[src/rtl/vga_pkg.sv]
// Shared VGA constants and types for the timing generator and the screen renderers.
// All counts are in pixels (horizontal) or lines (vertical); sync-end values are inclusive.
package vga_pkg;

   localparam int VGA_H_DISPLAY    = 640;
   localparam int VGA_H_FP         = 16;
   localparam int VGA_H_SYNC       = 96;
   localparam int VGA_H_BP         = 48;
   localparam int VGA_H_TOTAL      = VGA_H_DISPLAY + VGA_H_FP + VGA_H_SYNC + VGA_H_BP;
   localparam int VGA_H_SYNC_START = VGA_H_DISPLAY + VGA_H_FP;
   localparam int VGA_H_SYNC_END   = VGA_H_SYNC_START + VGA_H_SYNC - 1;

   localparam int VGA_V_DISPLAY    = 480;
   localparam int VGA_V_FP         = 10;
   localparam int VGA_V_SYNC       = 2;
   localparam int VGA_V_BP         = 33;
   localparam int VGA_V_TOTAL      = VGA_V_DISPLAY + VGA_V_FP + VGA_V_SYNC + VGA_V_BP;
   localparam int VGA_V_SYNC_START = VGA_V_DISPLAY + VGA_V_FP;
   localparam int VGA_V_SYNC_END   = VGA_V_SYNC_START + VGA_V_SYNC - 1;

   localparam int VGA_COLOR_W = 5;
   localparam int VGA_CNT_W   = 11;
   localparam int VGA_FRAME_W = 28;

   typedef logic [VGA_CNT_W-1:0]   vga_count_t;
   typedef logic [VGA_COLOR_W-1:0] vga_color_t;

   typedef struct packed {
      vga_color_t r;
      vga_color_t g;
      vga_color_t b;
   } vga_rgb_t;

   // Inclusive unsigned range test on full-width counts.
   function automatic logic inWindow(input vga_count_t value, input vga_count_t lo, input vga_count_t hi);
      return (value >= lo) && (value <= hi);
   endfunction

endpackage

[src/rtl/vga_timing_gen_if.sv]
// Video timing bus: the generator drives the master side, renderers sit on the slave side.
interface vga_timing_gen_if;
   import vga_pkg::*;

   logic                   enable;
   logic                   pixel_tick;
   logic                   hsync;
   logic                   vsync;
   logic                   video_on;
   vga_count_t             pixel_x;
   vga_count_t             pixel_y;
   logic [VGA_FRAME_W-1:0] frame_count;
   logic                   frame_start;

   modport master (
      input  enable,
      output pixel_tick, hsync, vsync, video_on, pixel_x, pixel_y, frame_count, frame_start
   );

   modport slave (
      output enable,
      input  pixel_tick, hsync, vsync, video_on, pixel_x, pixel_y, frame_count, frame_start
   );

endinterface

[src/rtl/mod_n_counter.sv]
// Modulo-N counter with enable; exposes the next value so callers can register decodes in step.
module mod_n_counter #(
   parameter int WIDTH   = 11,
   parameter int MODULUS = 800
) (
   input  logic             clk,
   input  logic             reset_n,
   input  logic             i_enable,
   output logic [WIDTH-1:0] o_count,
   output logic [WIDTH-1:0] o_next,
   output logic             o_carry
);

   localparam logic [WIDTH-1:0] LAST = WIDTH'(MODULUS - 1);

   logic [WIDTH-1:0] r_count;
   logic [WIDTH-1:0] w_next;
   logic             w_carry;

   always_comb begin
      w_carry = i_enable && (r_count == LAST);
      w_next  = r_count;
      if (w_carry) begin
         w_next = '0;
      end else if (i_enable) begin
         w_next = r_count + WIDTH'(1);
      end
   end

   always_ff @(posedge clk or negedge reset_n) begin
      if (!reset_n) begin
         r_count <= '0;
      end else begin
         r_count <= w_next;
      end
   end

   assign o_count = r_count;
   assign o_next  = w_next;
   assign o_carry = w_carry;

endmodule

[src/rtl/vga_timing_gen.sv]
// VGA raster timing: clock divider plus chained horizontal/vertical counters, with sync,
// blanking and frame markers registered from the next count so they never lag the counts.
module vga_timing_gen
   import vga_pkg::*;
#(
   parameter int CLK_DIV   = 4,
   parameter int H_DISPLAY = VGA_H_DISPLAY,
   parameter int H_FP      = VGA_H_FP,
   parameter int H_SYNC    = VGA_H_SYNC,
   parameter int H_BP      = VGA_H_BP,
   parameter int V_DISPLAY = VGA_V_DISPLAY,
   parameter int V_FP      = VGA_V_FP,
   parameter int V_SYNC    = VGA_V_SYNC,
   parameter int V_BP      = VGA_V_BP
) (
   input  logic             clk,
   input  logic             reset_n,
   vga_timing_gen_if.master vga
);

   localparam int H_TOTAL = H_DISPLAY + H_FP + H_SYNC + H_BP;
   localparam int V_TOTAL = V_DISPLAY + V_FP + V_SYNC + V_BP;
   localparam int DIV_W   = $clog2(CLK_DIV);

   localparam vga_count_t X_VISIBLE = VGA_CNT_W'(H_DISPLAY);
   localparam vga_count_t Y_VISIBLE = VGA_CNT_W'(V_DISPLAY);
   localparam vga_count_t HS_FIRST  = VGA_CNT_W'(H_DISPLAY + H_FP);
   localparam vga_count_t HS_LAST   = VGA_CNT_W'(H_DISPLAY + H_FP + H_SYNC - 1);
   localparam vga_count_t VS_FIRST  = VGA_CNT_W'(V_DISPLAY + V_FP);
   localparam vga_count_t VS_LAST   = VGA_CNT_W'(V_DISPLAY + V_FP + V_SYNC - 1);

   logic [DIV_W-1:0]       w_div_unused_count;
   logic [DIV_W-1:0]       w_div_unused_next;
   logic                   w_tick;
   logic                   w_h_carry;
   logic                   w_v_carry;
   vga_count_t             w_x;
   vga_count_t             w_x_next;
   vga_count_t             w_y;
   vga_count_t             w_y_next;
   logic [VGA_FRAME_W-1:0] w_frame_count_next;

   logic                   r_hsync;
   logic                   r_vsync;
   logic                   r_video_on;
   logic                   r_frame_start;
   logic [VGA_FRAME_W-1:0] r_frame_count;

   // The divider carry is the pixel strobe; it drops at once when enable goes low.
   mod_n_counter #(.WIDTH(DIV_W), .MODULUS(CLK_DIV)) u_div (
      .clk      (clk),
      .reset_n  (reset_n),
      .i_enable (vga.enable),
      .o_count  (w_div_unused_count),
      .o_next   (w_div_unused_next),
      .o_carry  (w_tick)
   );

   mod_n_counter #(.WIDTH(VGA_CNT_W), .MODULUS(H_TOTAL)) u_hcnt (
      .clk      (clk),
      .reset_n  (reset_n),
      .i_enable (w_tick),
      .o_count  (w_x),
      .o_next   (w_x_next),
      .o_carry  (w_h_carry)
   );

   mod_n_counter #(.WIDTH(VGA_CNT_W), .MODULUS(V_TOTAL)) u_vcnt (
      .clk      (clk),
      .reset_n  (reset_n),
      .i_enable (w_h_carry),
      .o_count  (w_y),
      .o_next   (w_y_next),
      .o_carry  (w_v_carry)
   );

   // Frame counter is rewritten every clock so its value always comes from the register path.
   assign w_frame_count_next = w_v_carry ? (r_frame_count + VGA_FRAME_W'(1)) : r_frame_count;

   always_ff @(posedge clk or negedge reset_n) begin
      if (!reset_n) begin
         r_hsync       <= 1'b1;
         r_vsync       <= 1'b1;
         r_video_on    <= 1'b1;
         r_frame_start <= 1'b0;
         r_frame_count <= '0;
      end else begin
         r_hsync       <= !inWindow(w_x_next, HS_FIRST, HS_LAST);
         r_vsync       <= !inWindow(w_y_next, VS_FIRST, VS_LAST);
         r_video_on    <= (w_x_next < X_VISIBLE) && (w_y_next < Y_VISIBLE);
         r_frame_start <= w_v_carry;
         r_frame_count <= w_frame_count_next;
      end
   end

   assign vga.pixel_tick  = w_tick;
   assign vga.hsync       = r_hsync;
   assign vga.vsync       = r_vsync;
   assign vga.video_on    = r_video_on;
   assign vga.pixel_x     = w_x;
   assign vga.pixel_y     = w_y;
   assign vga.frame_count = r_frame_count;
   assign vga.frame_start = r_frame_start;

endmodule

[src/flat_wrapper.sv]
// flat-port wrapper written by rule: the top's interface ports become plain ports
module vga_timing_gen_flat import vga_pkg::*;
#(
   parameter int CLK_DIV   = 4,
   parameter int H_DISPLAY = VGA_H_DISPLAY,
   parameter int H_FP      = VGA_H_FP,
   parameter int H_SYNC    = VGA_H_SYNC,
   parameter int H_BP      = VGA_H_BP,
   parameter int V_DISPLAY = VGA_V_DISPLAY,
   parameter int V_FP      = VGA_V_FP,
   parameter int V_SYNC    = VGA_V_SYNC,
   parameter int V_BP      = VGA_V_BP
)
  (clk, reset_n, vga_enable, vga_pixel_tick, vga_hsync, vga_vsync, vga_video_on, vga_pixel_x, vga_pixel_y, vga_frame_count, vga_frame_start);
  vga_timing_gen_if vga_i ();
  input  logic clk;
  input  logic reset_n;
  input wire logic [$bits(vga_i.enable)-1:0] vga_enable;
  output wire logic [$bits(vga_i.pixel_tick)-1:0] vga_pixel_tick;
  output wire logic [$bits(vga_i.hsync)-1:0] vga_hsync;
  output wire logic [$bits(vga_i.vsync)-1:0] vga_vsync;
  output wire logic [$bits(vga_i.video_on)-1:0] vga_video_on;
  output wire logic [$bits(vga_i.pixel_x)-1:0] vga_pixel_x;
  output wire logic [$bits(vga_i.pixel_y)-1:0] vga_pixel_y;
  output wire logic [$bits(vga_i.frame_count)-1:0] vga_frame_count;
  output wire logic [$bits(vga_i.frame_start)-1:0] vga_frame_start;
  assign vga_i.enable = vga_enable;
  assign vga_pixel_tick = vga_i.pixel_tick;
  assign vga_hsync = vga_i.hsync;
  assign vga_vsync = vga_i.vsync;
  assign vga_video_on = vga_i.video_on;
  assign vga_pixel_x = vga_i.pixel_x;
  assign vga_pixel_y = vga_i.pixel_y;
  assign vga_frame_count = vga_i.frame_count;
  assign vga_frame_start = vga_i.frame_start;
  vga_timing_gen #(.CLK_DIV(CLK_DIV), .H_DISPLAY(H_DISPLAY), .H_FP(H_FP), .H_SYNC(H_SYNC), .H_BP(H_BP), .V_DISPLAY(V_DISPLAY), .V_FP(V_FP), .V_SYNC(V_SYNC), .V_BP(V_BP)) u_core (.clk(clk), .reset_n(reset_n), .vga(vga_i));
endmodule
[config.mk]
export PLATFORM = sky130hd
export DESIGN_NAME = vga_timing_gen_flat
export DESIGN_NICKNAME = d
export VERILOG_FILES = /design/src/rtl/vga_pkg.sv /design/src/rtl/vga_timing_gen_if.sv /design/src/rtl/mod_n_counter.sv /design/src/rtl/vga_timing_gen.sv /design/src/flat_wrapper.sv
export SDC_FILE = /design/constraint.sdc
export NUM_CORES = 1
export LEC_CHECK = 0
export ABC_CLOCK_PERIOD_IN_PS = 4100
export BUFFER_PORTS_ARGS = -buffer_cell sky130_fd_sc_hd__buf_4
export CORE_ASPECT_RATIO = 1.2
export CORE_MARGIN = 1.5
export CORE_UTILIZATION = 59
export DETAILED_ROUTE_END_ITERATION = 10
export GPL_TIMING_DRIVEN = 0
export PLACE_DENSITY = 0.81
export SYNTH_ARGS = -nofsm -noshare
export SYNTH_HDL_FRONTEND = slang
export SYNTH_SLANG_ARGS = --single-unit
[constraint.sdc]
create_clock -name clk -period 4.1 [get_ports clk]
set_clock_uncertainty 0.1 [all_clocks]
set_input_delay 0.41 -clock clk [delete_from_list [all_inputs] [get_ports clk]]
set_output_delay 0.41 -clock clk [all_outputs]
set_load 0.02 [all_outputs]
# Yosys cells after proc, flatten, opt, wreduce, memory -nomap -nowiden

Cells that the tools add are included.

Add/subtract/negate cells: 4
Magnitude comparators: 6
Equality and inequality tests: 3
Multiplexer cells: 6
Reductions and logical operators: 9

Operator list:

| kind                                                             | number |
|---|---|
| two-way mux 11 bit                                               | 4 |
| adder 28 x 1 -> 28 bit, second input constant                    | 1 |
| adder 11 x 1 -> 11 bit, second input constant                    | 2 |
| equality test 11 x 10 -> 1 bit, second input constant            | 2 |
| >= comparator 11 x 10 -> 1 bit, second input constant            | 1 |
| >= comparator 11 x 9 -> 1 bit, second input constant             | 1 |
| less-or-equal comparator 11 x 10 -> 1 bit, second input constant | 1 |
| less-or-equal comparator 11 x 9 -> 1 bit, second input constant  | 1 |
| < comparator 11 x 10 -> 1 bit, second input constant             | 1 |
| < comparator 11 x 9 -> 1 bit, second input constant              | 1 |
| logical AND 1 bit                                                | 6 |
| two-way mux 2 bit                                                | 2 |
| adder 2 x 1 -> 2 bit, second input constant                      | 1 |
| equality test 2 bit, second input constant                       | 1 |
| zero test 1 bit                                                  | 2 |
| nonzero test 2 bit                                               | 1 |

Bits in registers: 56
Input port bits: 3
Output and inout port bits: 55
Logic and storage cells: 36

# Logic depth before layout (Yosys ltp)

Gate-level depths: netlist (run 1).

Word-level depth: 8
Gate-level depth with buffers: 9
Gate-level depth less buffers: 8

# Cells and area by module

A second synthesis (run 1) with hierarchy kept.

Cells, all modules: 239
Area total of the unflattened synthesis: 2712.6 um2

By module, submodules not included:

| module                         | times used | cells each | area each (um2) | sequential area each (um2) |
|---|---|---|---|---|
| vga_timing_gen                 | 1          | 124        | 1446.4          | 804.5 |
| mod_n_counter at u_core.u_vcnt | 1          | 56         | 609.3           | 275.3 |
| mod_n_counter at u_core.u_hcnt | 1          | 50         | 554.3           | 275.3 |
| mod_n_counter at u_core.u_div  | 1          | 9          | 102.6           | 50.0 |

# Worst setup path after synthesis (run 1)

OpenSTA, ideal clock, no wires.

Path kind: flip-flop to flip-flop
From: register u_core.u_hcnt.r_count[0] (netlist: u_core.u_hcnt.o_count[0])
To: register u_core.r_video_on (netlist: u_core.vga.video_on)
Setup time: 105 ps
Arrival: 2346 ps
Required time: 3895 ps
Path slack: 1549 ps
Cell stages (with the launch flop): 9
Buffers on the path: 1
Period minus slack after synthesis: 2551 ps
Cells stage by stage: dfrtp_1 > ha_1 > nand3_2 > or2_1 > buf_6 > or4_4 > xnor2_2 > o311a_2 > a2111oi_2

Word-level cells in the longest chain between the ends: 6
Elaborated cells between the ends (all ways): 11
Those cells by class: add/sub: 1; order compare: 2; eq/ne: 1; mux: 4; reduce/logical: 3

RTL lines:

| item                                                    | line                                     | RTL |
|---|---|---|
| start, declared                                         | mod_n_counter.sv:16                      | `logic [WIDTH-1:0] r_count;` |
| start signal, assigned                                  | mod_n_counter.sv:34                      | `r_count <= w_next;` |
| equality test 11 x 10 -> 1 bit (*)                      | mod_n_counter.sv:21                      | `w_carry = i_enable && (r_count == LAST);` |
| logical AND 1 bit (*)                                   | mod_n_counter.sv:21                      |  |
| two-way mux 11 bit or logical AND 1 bit (tied branches) | mod_n_counter.sv:25, mod_n_counter.sv:21 |  |
| two-way mux 11 bit (*)                                  | mod_n_counter.sv:23                      | `if (w_carry) begin` |
| via u_core.u_vcnt.o_next[5]                             | mod_n_counter.sv:10                      | `output logic [WIDTH-1:0] o_next,` |
| < comparator 11 x 9 -> 1 bit (*)                        | vga_timing_gen.sv:90                     | `r_video_on <= (w_x_next < X_VISIBLE) && (w_y_next < Y_VISIBLE);` |
| logical AND 1 bit (*)                                   | vga_timing_gen.sv:90                     |  |
| end signal, assigned                                    | vga_timing_gen.sv:90                     |  |
| end, declared                                           | vga_timing_gen.sv:45                     | `logic r_video_on;` |

Mark *: on every way through the listed nets, which the timed path passes. The rest lies on a longest branch.
A chain may end at the register's enable or synchronous reset.

# Worst setup path after layout (run 1)

From: register u_core.u_hcnt.r_count[5] (netlist: u_core.u_hcnt.o_count[5])
To: register u_core.r_video_on (netlist: u_core.vga.video_on)

Same word-level chain as after synthesis.

==> results of run 1 <==
## synthesized netlist by cell type, drive strengths merged, types with 2 or more instances
cell type / number
and3: 6
nand2: 21
nor2: 27
clkbuf: 5
and4: 2
nor4: 3
nand2b: 2
dfstp: 3
dfrtp: 53
mux2: 3
xnor2: 25
or2: 2
buf: 5
a31oi: 2
nor3: 11
inv: 10
or4: 2
nand3: 23
and2: 3
o21ai: 3
ha: 5
xor2: 19
or3: 3
nand4: 13
## power groups by stage
stage	clock, mW	sequential [mW]	combinational (mW)
2_1_floorplan	0	0.640	0.0575
3_3_place_gp	0	0.621	0.131
3_5_place_dp	0	0.622	0.139
4_1_cts	0.317	0.611	0.139
5_1_grt	0.339	0.615	0.155
6_report	0.311	0.610	0.137
## worst register-to-register path, delay by kind of cell (launching register included)
kind             cells  cell delay [ns]
AO/OA/AOI/OAI        2             0.50
XOR/XNOR             1             0.16
flip-flops           1             0.49
AND/OR/NAND/NOR      3             1.32
## final cells by class
class,count,area [um2]
flip-flops and latches,56,1405
multi-input cells,192,1294
fillers,373,1181
repair buffers,57,427.9
well taps,58,72.57
clock buffers,5,68.82
plain buffers,10,50.05
inverters,10,37.54
clock inverters,3,23.77
## metal layers
metal / routed length [um] / up-vias / track usage
li1: - / 1051 / -
met2: 3069 / 71 / 0.4081
met1: 2417 / 1066 / 0.3109
met4: 59 / 0 / 0.07917
met3: 276 / 6 / 0.03868
met5: 0 / - / 0
## flip-flops by register name, indices dropped and copies added, names as in the netlist
| register | count |
|---|---|
| u_core.vga.vsync | 1 |
| u_core.u_hcnt.o_count | 11 |
| u_core.vga.frame_count | 28 |
| u_core.vga.video_on | 1 |
| u_core.u_div.o_count | 2 |
| u_core.u_vcnt.o_count | 11 |
| u_core.vga.frame_start | 1 |
| u_core.vga.hsync | 1 |
## path summary, 6_finish.rpt
kind	startpoint	to	slack, ns
max	u_core.u_hcnt.o_count[5]$_DFF_PN0_	u_core.vga.video_on$_DFF_PN1_	1.43
min reg2reg	u_core.vga.frame_count[27]$_DFFE_PN0P_	u_core.vga.frame_count[27]$_DFFE_PN0P_	0.38
max in group asynchronous	reset_n	u_core.vga.frame_count[7]$_DFFE_PN0P_	3.40
min in group clk	vga_enable	u_core.u_div.o_count[0]$_DFFE_PN0P_	0.22
max reg2reg	u_core.u_hcnt.o_count[5]$_DFF_PN0_	u_core.vga.video_on$_DFF_PN1_	1.43
min	reset_n	u_core.vga.frame_count[24]$_DFFE_PN0P_	0.03
## cell families (layout without fill, tap and decap cells)
group,Yosys count,after routing
adder cells (fa/ha/maj),5,5
multiplexers,4,4
AO/OA/AOI/OAI,14,14
XOR/XNOR,44,44
flip-flops,56,56
buffers and inverters,20,85
AND/OR/NAND/NOR,125,125
## through the flow
stage                     worst slack (ns)  cell area (um2)  power (mW)  std cells
after CTS                            1.422             3379       1.067        391
after global placement               1.563             3287      0.7526        383
after floorplan                      1.549             2786      0.6977        268
after detailed placement             1.452             3287      0.7610        383
after global routing                 1.244             3379       1.108        391
final                                1.431             3379       1.058        391
==> results.ini, run 1 <==
[run_status]
status=finished clean

[setup_path]
cp-end-kind=flop
required_ns=4.22
cpPeakStageDelay_ns=0.60
cp_slowest_cell=or4_4
crit_family=simple AND/OR/NAND/NOR gates
cp.depth=6
worst-path-buf-inv=0
path_cells=nor4b_2 > nand3b_2 > or4_4 > xnor2_2 > o311a_2 > a2111oi_2
crit_arrival_ns=2.79
rr_worst_depth=6
path_class=flop to flop
crit_path_max_fanout=9
start_kind=flop

[die]
dieWidth_um=65.74
core_um2=4561
rows=27
io_pins=58
dieArea_um2=5146
initial_core_util=0.6110
die_h_um=78.28

[timing]
maxSlewHeadroom=0.5389
rsz0062_at_grt=false
setup_viol_count_final=0
final-max-slew-violation-count=0
timing.final.crit_period_ns=2.669
period_share=0.6510
worstMarginPinSlew_ns=0.6917
hold_violations=0
fmax_mhz=374.6
tns_ns=0
hold_ws_ns=0.02876

[finish]
layout_common_cells=buf_4 (57), dfrtp_1 (53), nor2_1 (27), xnor2_1 (24), nand3_1 (22)
antennaDiodeCount=0
layout_commonest_cell=buf_4
drive_gt1_frac=0.2673
nets=340
syn2layout_area_growth_pct=21.28
final_util=0.7410

[synthesis]
synth_flop_cell=dfrtp_1
avgSynthCellArea_um2=10.40
yosysSeqAreaShare=0.5043
yosys.area_share.simple=0.2470
synthMuxAreaShare=0.01572
synth_area_leaders=dfrtp_1 (48%), xnor2_1 (7.5%), xor2_1 (6.0%)
synth.largest_area_cell=dfrtp_1
synth_xor_xnor_area_share=0.1410
async_reset_ff_frac=1.000
syn-num-nets=276
synth_edf_count=0
synth_seq_cells=56
yosys_warnings=0
synthDistinctLibCells=47
synth_area_um2=2786
synth_top_family_by_area=simple AND/OR/NAND/NOR gates
yosysTopAreaCellShare=0.4760
synth_compound_area_frac=0.03817
syn_inst=268
synth_fa_ha_area_frac=0.02245

[clocking]
cts.sinks=56
h-tree-depth=2
post_cts_resized=0
cts_tree=built
clock-root-buffer=clkbuf_8
cts_buffers=5
clkTransAtPathRegs_ns=0.11
ctsHoldBuffers=0
clockBufferDepth=2
post_cts.repair.setup_buffers=0
clock_latency_ns=0.31

[drt]
viasPerCell=5.611
drt_iter0_drc=183
drc=0
detail-route-antenna-nets=0
wl_mm=5.823
post_drt_wl_per_cell_um=14.89
routed-via-count=2194
drtPass1Iterations=5

[global_routing]
grt_antenna_before_repair=0
overflow=0
grt_max_degree=57
grt_pass1_wl_mm=9.770
grt_usage=0.2404
grt_pass1_vias=2126

[power_and_ir_drop]
ir_worst_vdd_mv=0.2946
netSwitchingFraction=0.2793
comb_power_share=0.129
intPower_mw=0.7625
leakagePower_nw=1.666
p_sw_mw=0.2955
p_seq_frac=0.577
p_clk_frac=0.294
powerDensity_nw_per_um2=313.0

[placement]
hpwl_mm=4.235
place_congestion=0.8404
port_buffers=57

[job]
cap_violations=0

[min_path]
hold_class=primary input to async pin

Power figures use the tool's default switching activity.
==> run 2, diff against run 1 <==
ABC_CLOCK_PERIOD_IN_PS = 2250   (was 4100)
CORE_UTILIZATION = 49   (was 59)
PLACE_DENSITY = 0.72   (was 0.81)
clock period = 2.25 ns   (was 4.1 ns; I/O delays follow)
==> run 2 against run 1 <==
Effect of this change:
- the run now ends with design-rule violations, negative setup slack left
- critical path type unchanged
- sequential share of layout area decreased by 5.3 points
- hold slack gained 0.045 ns
- highest routed layer unchanged
- combinational power grew to 2.7 times the previous value
- largest cell class is now multi-input combinational cells
- largest power group unchanged
==> results.ini, run 2 (synthesized netlist as in run 1, its figures left out) <==
[run_status]
status=finished with violations
violations=design-rule violations, negative setup slack

[timing]
rsz0062_at_grt=true
fmax_mhz=438.6  ; +17%
layout_setup_ws_ns=-0.03006  ; -1.461 ns
period_share=1.013  ; +0.3623
maxSlewHeadroom=0.5453  ; +0.006454
hold_violations=0  ; unchanged
setup_viol_count_final=6  ; +6
tns_ns=-0.09099  ; -0.09099 ns
final-max-slew-violation-count=0  ; unchanged
timing.final.crit_period_ns=2.280  ; -0.3892 ns
worstMarginPinSlew_ns=0.6820  ; -0.009682 ns

[placement]
dp.cells=387  ; +1.0%
dp_slack_ns=-0.2925  ; -1.745 ns
place_congestion=0.8233  ; -2.0%
port_buffers=57  ; unchanged
hpwl_mm=4.114  ; -2.9%

[global_routing]
grt_antenna_before_repair=0  ; unchanged
grt_pass1_wl_mm=10.45  ; +6.9%
grt.met2_usage=0.3645  ; -0.04360
grt_util_met1=0.2704  ; -0.04052
grt_pass1_vias=2220  ; +4.4%
overflow=0  ; unchanged
grt_usage=0.2118  ; -0.02854
busiest_layer=met2
grt_util_met3=0.03055  ; -0.008130
grt_max_degree=57  ; unchanged

[setup_path]
path_cells=nor4b_4 > nand3b_4 > or4_4 > xnor2_4 > o311a_4 > nand4b_1
start_kind=flop
crit_arrival_ns=2.40  ; -0.39 ns
rrSetupSlack_ns=-0.03  ; -1.46 ns
cp_slowest_cell=or4_4
reg2reg_to=u_core.vga.vsync$_DFF_PN1_
cp-end-kind=flop
rr_worst_depth=6  ; unchanged
crit_path_max_fanout=5  ; -4
required_ns=2.37  ; -1.85 ns
path_class=flop to flop
cpPeakStageDelay_ns=0.59  ; about the same
r2r_start=u_core.u_hcnt.o_count[5]$_DFF_PN0_

[min_path]
min_path_cells=2
hold_class=primary input to flop
holdPathEnd=u_core.u_div.o_count[0]$_DFFE_PN0P_
hp-start=vga_enable

[drt]
drt_iter0_drc=94  ; -49%
post_drt_wl_per_cell_um=15.35  ; +3.0%
drtPass1Iterations=7  ; +2
drc=4  ; +4
routed-via-count=2315  ; +5.5%
wl_mm=6.461  ; +11%
viasPerCell=5.499  ; -2.0%
detail-route-antenna-nets=0  ; unchanged

[clocking]
clkTransAtPathRegs_ns=0.10  ; about the same
clock_latency_ns=0.30  ; about the same
clockBufferDepth=2  ; unchanged
cts_buffers=5  ; unchanged
cts.sinks=56  ; unchanged
cts_tree=built
clock-root-buffer=clkbuf_8
h-tree-depth=2  ; unchanged

[power_and_ir_drop]
power_mw=2.134  ; +100%
powerDensity_nw_per_um2=545.3  ; +74%
ir_worst_vdd_mv=0.3274  ; +11%
leakagePower_nw=1.944  ; +17%

[die]
rows=29  ; +7.4%
io_pins=58  ; unchanged
dieArea_um2=6150  ; +20%
initial_core_util=0.5189  ; -0.09210
die_h_um=85.61  ; +9.4%
core_um2=5370  ; +18%
dieWidth_um=71.84  ; +9.3%

[finish]
antennaDiodeCount=0  ; unchanged
layout_commonest_cell=buf_4
instances_no_fill=421  ; +7.7%
fillerInstances=401  ; +7.5%
layout_common_cells=buf_4 (83), dfrtp_1 (41), xnor2_1 (24)
syn2layout_area_growth_pct=40.46
nets=366  ; +7.6%
largest_reg_flops=28  ; unchanged
drive_gt1_frac=0.4234  ; +0.1561

[job]
cap_violations=0  ; unchanged

run 2: cell count changes in the layout (fill, tap and decap cells not counted), moves of 6 or more:
cell,change
buf_4,+26
dfrtp_1,-12
dfrtp_2,+12
nor2_1,-7
nor2_4,+6
run 2: power by group:
group | internal, mW | switching, mW
logic | 0.191 | 0.175
registers | 1.06 | 0.0611
clock network | 0.330 | 0.315
total | 1.58 | 0.551
run 2: worst max-delay path: cells and delay by family, from the launching register on:
kind	cells	cell delay [ns]
AOI/OAI and AO/OA	1	0.24
DFF	1	0.44
and+or+nand+nor	4	1.25
xor gates and xnor gates	1	0.17
run 2: repair_timing:
action / CTS / global route
buffers inserted: 19 / 9
endpoints found under the hold margin: 53 / 0
setup endpoints to repair: 27 / 27
resized for setup: 22 / 28
hold buffers: 1 / 0
pin swaps: 11 / 19
run 2: layout make-up:
type                            count  area (um2)  share of cell area
Multi-Input combinational cell    192        1559              0.3983
Clock buffer                        5       68.82             0.01758
Sequential cell                    56        1420              0.3629
Buffer                              7       43.79             0.01119
Tap cell                           62       77.57             0.01982
Inverter                           10       37.54            0.009591
Clock inverter                      3       42.54             0.01087
Timing Repair Buffer               86       664.4              0.1698
run 2: metrics by stage:
stage / hold WS [ns] / area, um2 / utilization
after floorplan: -0.1706 / 2859 / -
after global placement: 0.2154 / 3364 / 0.6265
after detailed placement: 0.2162 / 3364 / 0.6265
after CTS: 0.06014 / 3732 / 0.6950
after global routing: 0.07303 / 3914 / 0.7288
final: 0.07368 / 3914 / 0.7288
run 2: layer usage:
| metal | vias up | wire length, um |
|---|---|---|
| met5 | - | 0 |
| met2 | 62 | 3408 |
| met3 | 10 | 263 |
| met4 | 0 | 128 |
| met1 | 1136 | 2660 |
| li1 | 1107 | - |
run 2: worst max path at each step:
stage,start,end,depth (start not counted)
finish,u_core.u_hcnt.o_count[5]$_DFF_PN0_,u_core.vga.vsync$_DFF_PN1_,6
CTS,u_core.u_div.o_count[1]$_DFFE_PN0P_,u_core.vga.vsync$_DFF_PN1_,8
global placement,u_core.u_vcnt.o_count[0]$_DFF_PN0_,u_core.vga.frame_count[22]$_DFFE_PN0P_,8
floorplan,u_core.u_hcnt.o_count[0]$_DFF_PN0_,u_core.vga.vsync$_DFF_PN1_,8
global route,u_core.u_hcnt.o_count[5]$_DFF_PN0_,u_core.vga.frame_count[24]$_DFFE_PN0P_,9
detailed placement,u_core.u_vcnt.o_count[0]$_DFF_PN0_,u_core.vga.frame_count[26]$_DFFE_PN0P_,8
==> run 3, diff against run 2 <==
TNS_END_PERCENT = 50   (was unset)
==> run 3 against run 2 <==
Effect of this change:
- the run still ends with design-rule violations, negative setup slack left
- non-clock buffer count stayed put
- power is 0.10% higher
- sequential cell count stayed put
- wire length is 2.3% lower
- sequential share of layout area is 0.31 points higher
- cell area is 0.93% lower
- largest cell class unchanged
- sequential power hardly changed
==> results.ini, run 3 (synthesized netlist as in run 1, its figures left out) <==
[run_status]
violations=design-rule violations, negative setup slack
status=finished with violations

[timing]
timing.final.crit_period_ns=2.293  ; +0.01248 ns
period_share=1.019  ; +0.005546
hold_violations=0  ; unchanged
final-max-slew-violation-count=0  ; unchanged
layout_setup_ws_ns=-0.04253  ; -0.01248 ns
worstMarginPinSlew_ns=0.6828  ; +0.0007922 ns
hold_ws_ns=0.07471  ; +0.001022 ns
setup_viol_count_final=2  ; -4
maxSlewHeadroom=0.5448  ; about the same
rsz0062_at_grt=true
fmax_mhz=436.2  ; -0.54%

[power_and_ir_drop]
ir_worst_vdd_mv=0.3180  ; -2.9%
leakagePower_nw=1.944  ; about the same
powerDensity_nw_per_um2=550.9  ; +1.0%

[clocking]
clock-root-buffer=clkbuf_8
cts_tree=built
h-tree-depth=2  ; unchanged
clockBufferDepth=2  ; unchanged
clock_latency_ns=0.31  ; about the same
cts.sinks=56  ; unchanged
cts_buffers=5  ; unchanged
clkTransAtPathRegs_ns=0.09  ; about the same

[global_routing]
grt_pass1_vias=2220  ; unchanged
overflow=0  ; unchanged
grt_pass1_wl_mm=10.45  ; unchanged
grt_max_degree=57  ; unchanged
grt_usage=0.2118  ; unchanged
grt_antenna_before_repair=0  ; unchanged

[setup_path]
path_class=flop to flop
start_kind=flop
reg2reg_to=u_core.vga.vsync$_DFF_PN1_
rr_worst_depth=6  ; unchanged
required_ns=2.37  ; about the same
crit_path_max_fanout=5  ; unchanged
r2r_start=u_core.u_hcnt.o_count[5]$_DFF_PN0_
rrSetupSlack_ns=-0.04  ; about the same
crit_arrival_ns=2.41  ; about the same
cp-end-kind=flop

[placement]
place_congestion=0.8233  ; unchanged
postPlaceCellArea_um2=3364  ; unchanged
dp.cells=387  ; unchanged
hpwl_mm=4.114  ; unchanged
port_buffers=57  ; unchanged

[die]
initial_core_util=0.5189  ; unchanged
core_um2=5370  ; unchanged
io_pins=58  ; unchanged
rows=29  ; unchanged
die_h_um=85.61  ; unchanged
dieWidth_um=71.84  ; unchanged
dieArea_um2=6150  ; unchanged

[min_path]
min_path_cells=2  ; unchanged
hp-start=vga_enable
hold_class=primary input to flop
holdPathEnd=u_core.u_div.o_count[0]$_DFFE_PN0P_

[finish]
nets=366  ; unchanged
finalInstanceArea_um2=3877  ; -0.93%
multi_input_area_um2=1524  ; -2.2%
largest_reg_flops=28  ; unchanged
layout_common_cells=buf_4 (83), dfrtp_1 (42), xnor2_1 (24), nor2_1 (21), nand2_1 (20)
instances_no_fill=421  ; unchanged
final_util=0.7220  ; -0.006757
layout_commonest_cell=buf_4
ff_latch_area_um2=1419  ; about the same
fillerInstances=412  ; +2.7%
drive_gt1_frac=0.4150  ; -0.008357
antennaDiodeCount=0  ; unchanged
syn2layout_area_growth_pct=39.16

[drt]
routed-via-count=2325  ; +0.43%
detail-route-antenna-nets=0  ; unchanged
wl_mm=6.315  ; -2.3%
drtPass1Iterations=7  ; unchanged
viasPerCell=5.523  ; +0.43%
drc=4  ; unchanged
drt_iter0_drc=93  ; -1.1%
post_drt_wl_per_cell_um=15.00  ; -2.3%

[job]
cap_violations=0  ; unchanged

==> run 3: stage by stage <==
step                total power, mW   TNS [ns]  worst slack, ns
finish                        2.136   -0.06439         -0.04253
global route                  2.228     -1.366          -0.1516
CTS                           2.136  -0.004120        -0.004120
detailed placement            1.418     -4.675          -0.2925
global placement              1.408     -4.099          -0.2714
floorplan                     1.302          0          0.01078
==> run 3: area by class of cell <==
class                   count  area share
multi-input cells         192      0.3930
flip-flops and latches     56      0.3659
repair buffers             86      0.1713
well taps                  62     0.02001
clock buffers               5     0.01775
plain buffers               7     0.01129
clock inverters             3     0.01097
inverters                  10    0.009681
==> run 3: metal layers <==
metal	GRT usage	wire length, um	up-vias
li1	-	-	1109
met4	0.07719	133	0
met2	0.3645	3301	56
met1	0.2704	2654	1148
met5	0	0	-
met3	0.03055	225	12
==> run 3: power breakdown <==
part | internal (mW) | switching (mW) | total (mW)
Clock | 0.330 | 0.317 | 0.647
Combinational | 0.191 | 0.175 | 0.365
Sequential | 1.06 | 0.0609 | 1.12
Total | 1.58 | 0.553 | 2.14
==> run 3: worst max-delay path, cell delays in order, from the launching register on <==
cell and delay (ns):
dfrtp_2 0.44, nor4b_4 0.36, nand3b_4 0.19, or4_4 0.59
xnor2_4 0.17, o311a_4 0.25, nand4b_1 0.11
==> run 3: how the worst max path moves through the flow <==
stage,start,endpoint,slack [ns],cells past startpoint
floorplan,u_core.u_hcnt.o_count[0]$_DFF_PN0_,u_core.vga.vsync$_DFF_PN1_,0.01,8
global placement,u_core.u_vcnt.o_count[0]$_DFF_PN0_,u_core.vga.frame_count[22]$_DFFE_PN0P_,-0.27,8
detailed placement,u_core.u_vcnt.o_count[0]$_DFF_PN0_,u_core.vga.frame_count[26]$_DFFE_PN0P_,-0.29,8
CTS,u_core.u_div.o_count[1]$_DFFE_PN0P_,u_core.vga.vsync$_DFF_PN1_,-0.004,8
global route,u_core.u_vcnt.o_count[0]$_DFF_PN0_,u_core.vga.frame_count[24]$_DFFE_PN0P_,-0.15,10
finish,u_core.u_hcnt.o_count[5]$_DFF_PN0_,u_core.vga.vsync$_DFF_PN1_,-0.04,6
==> run 3: timing repair <==
item                       4_1_cts  5_1_grt
hold buffers                     1        0
hold endpoints to repair        53        0
setup buffers                   19        9
pin swaps                       11       16
resized for setup               22       19
setup endpoints to repair       27       27
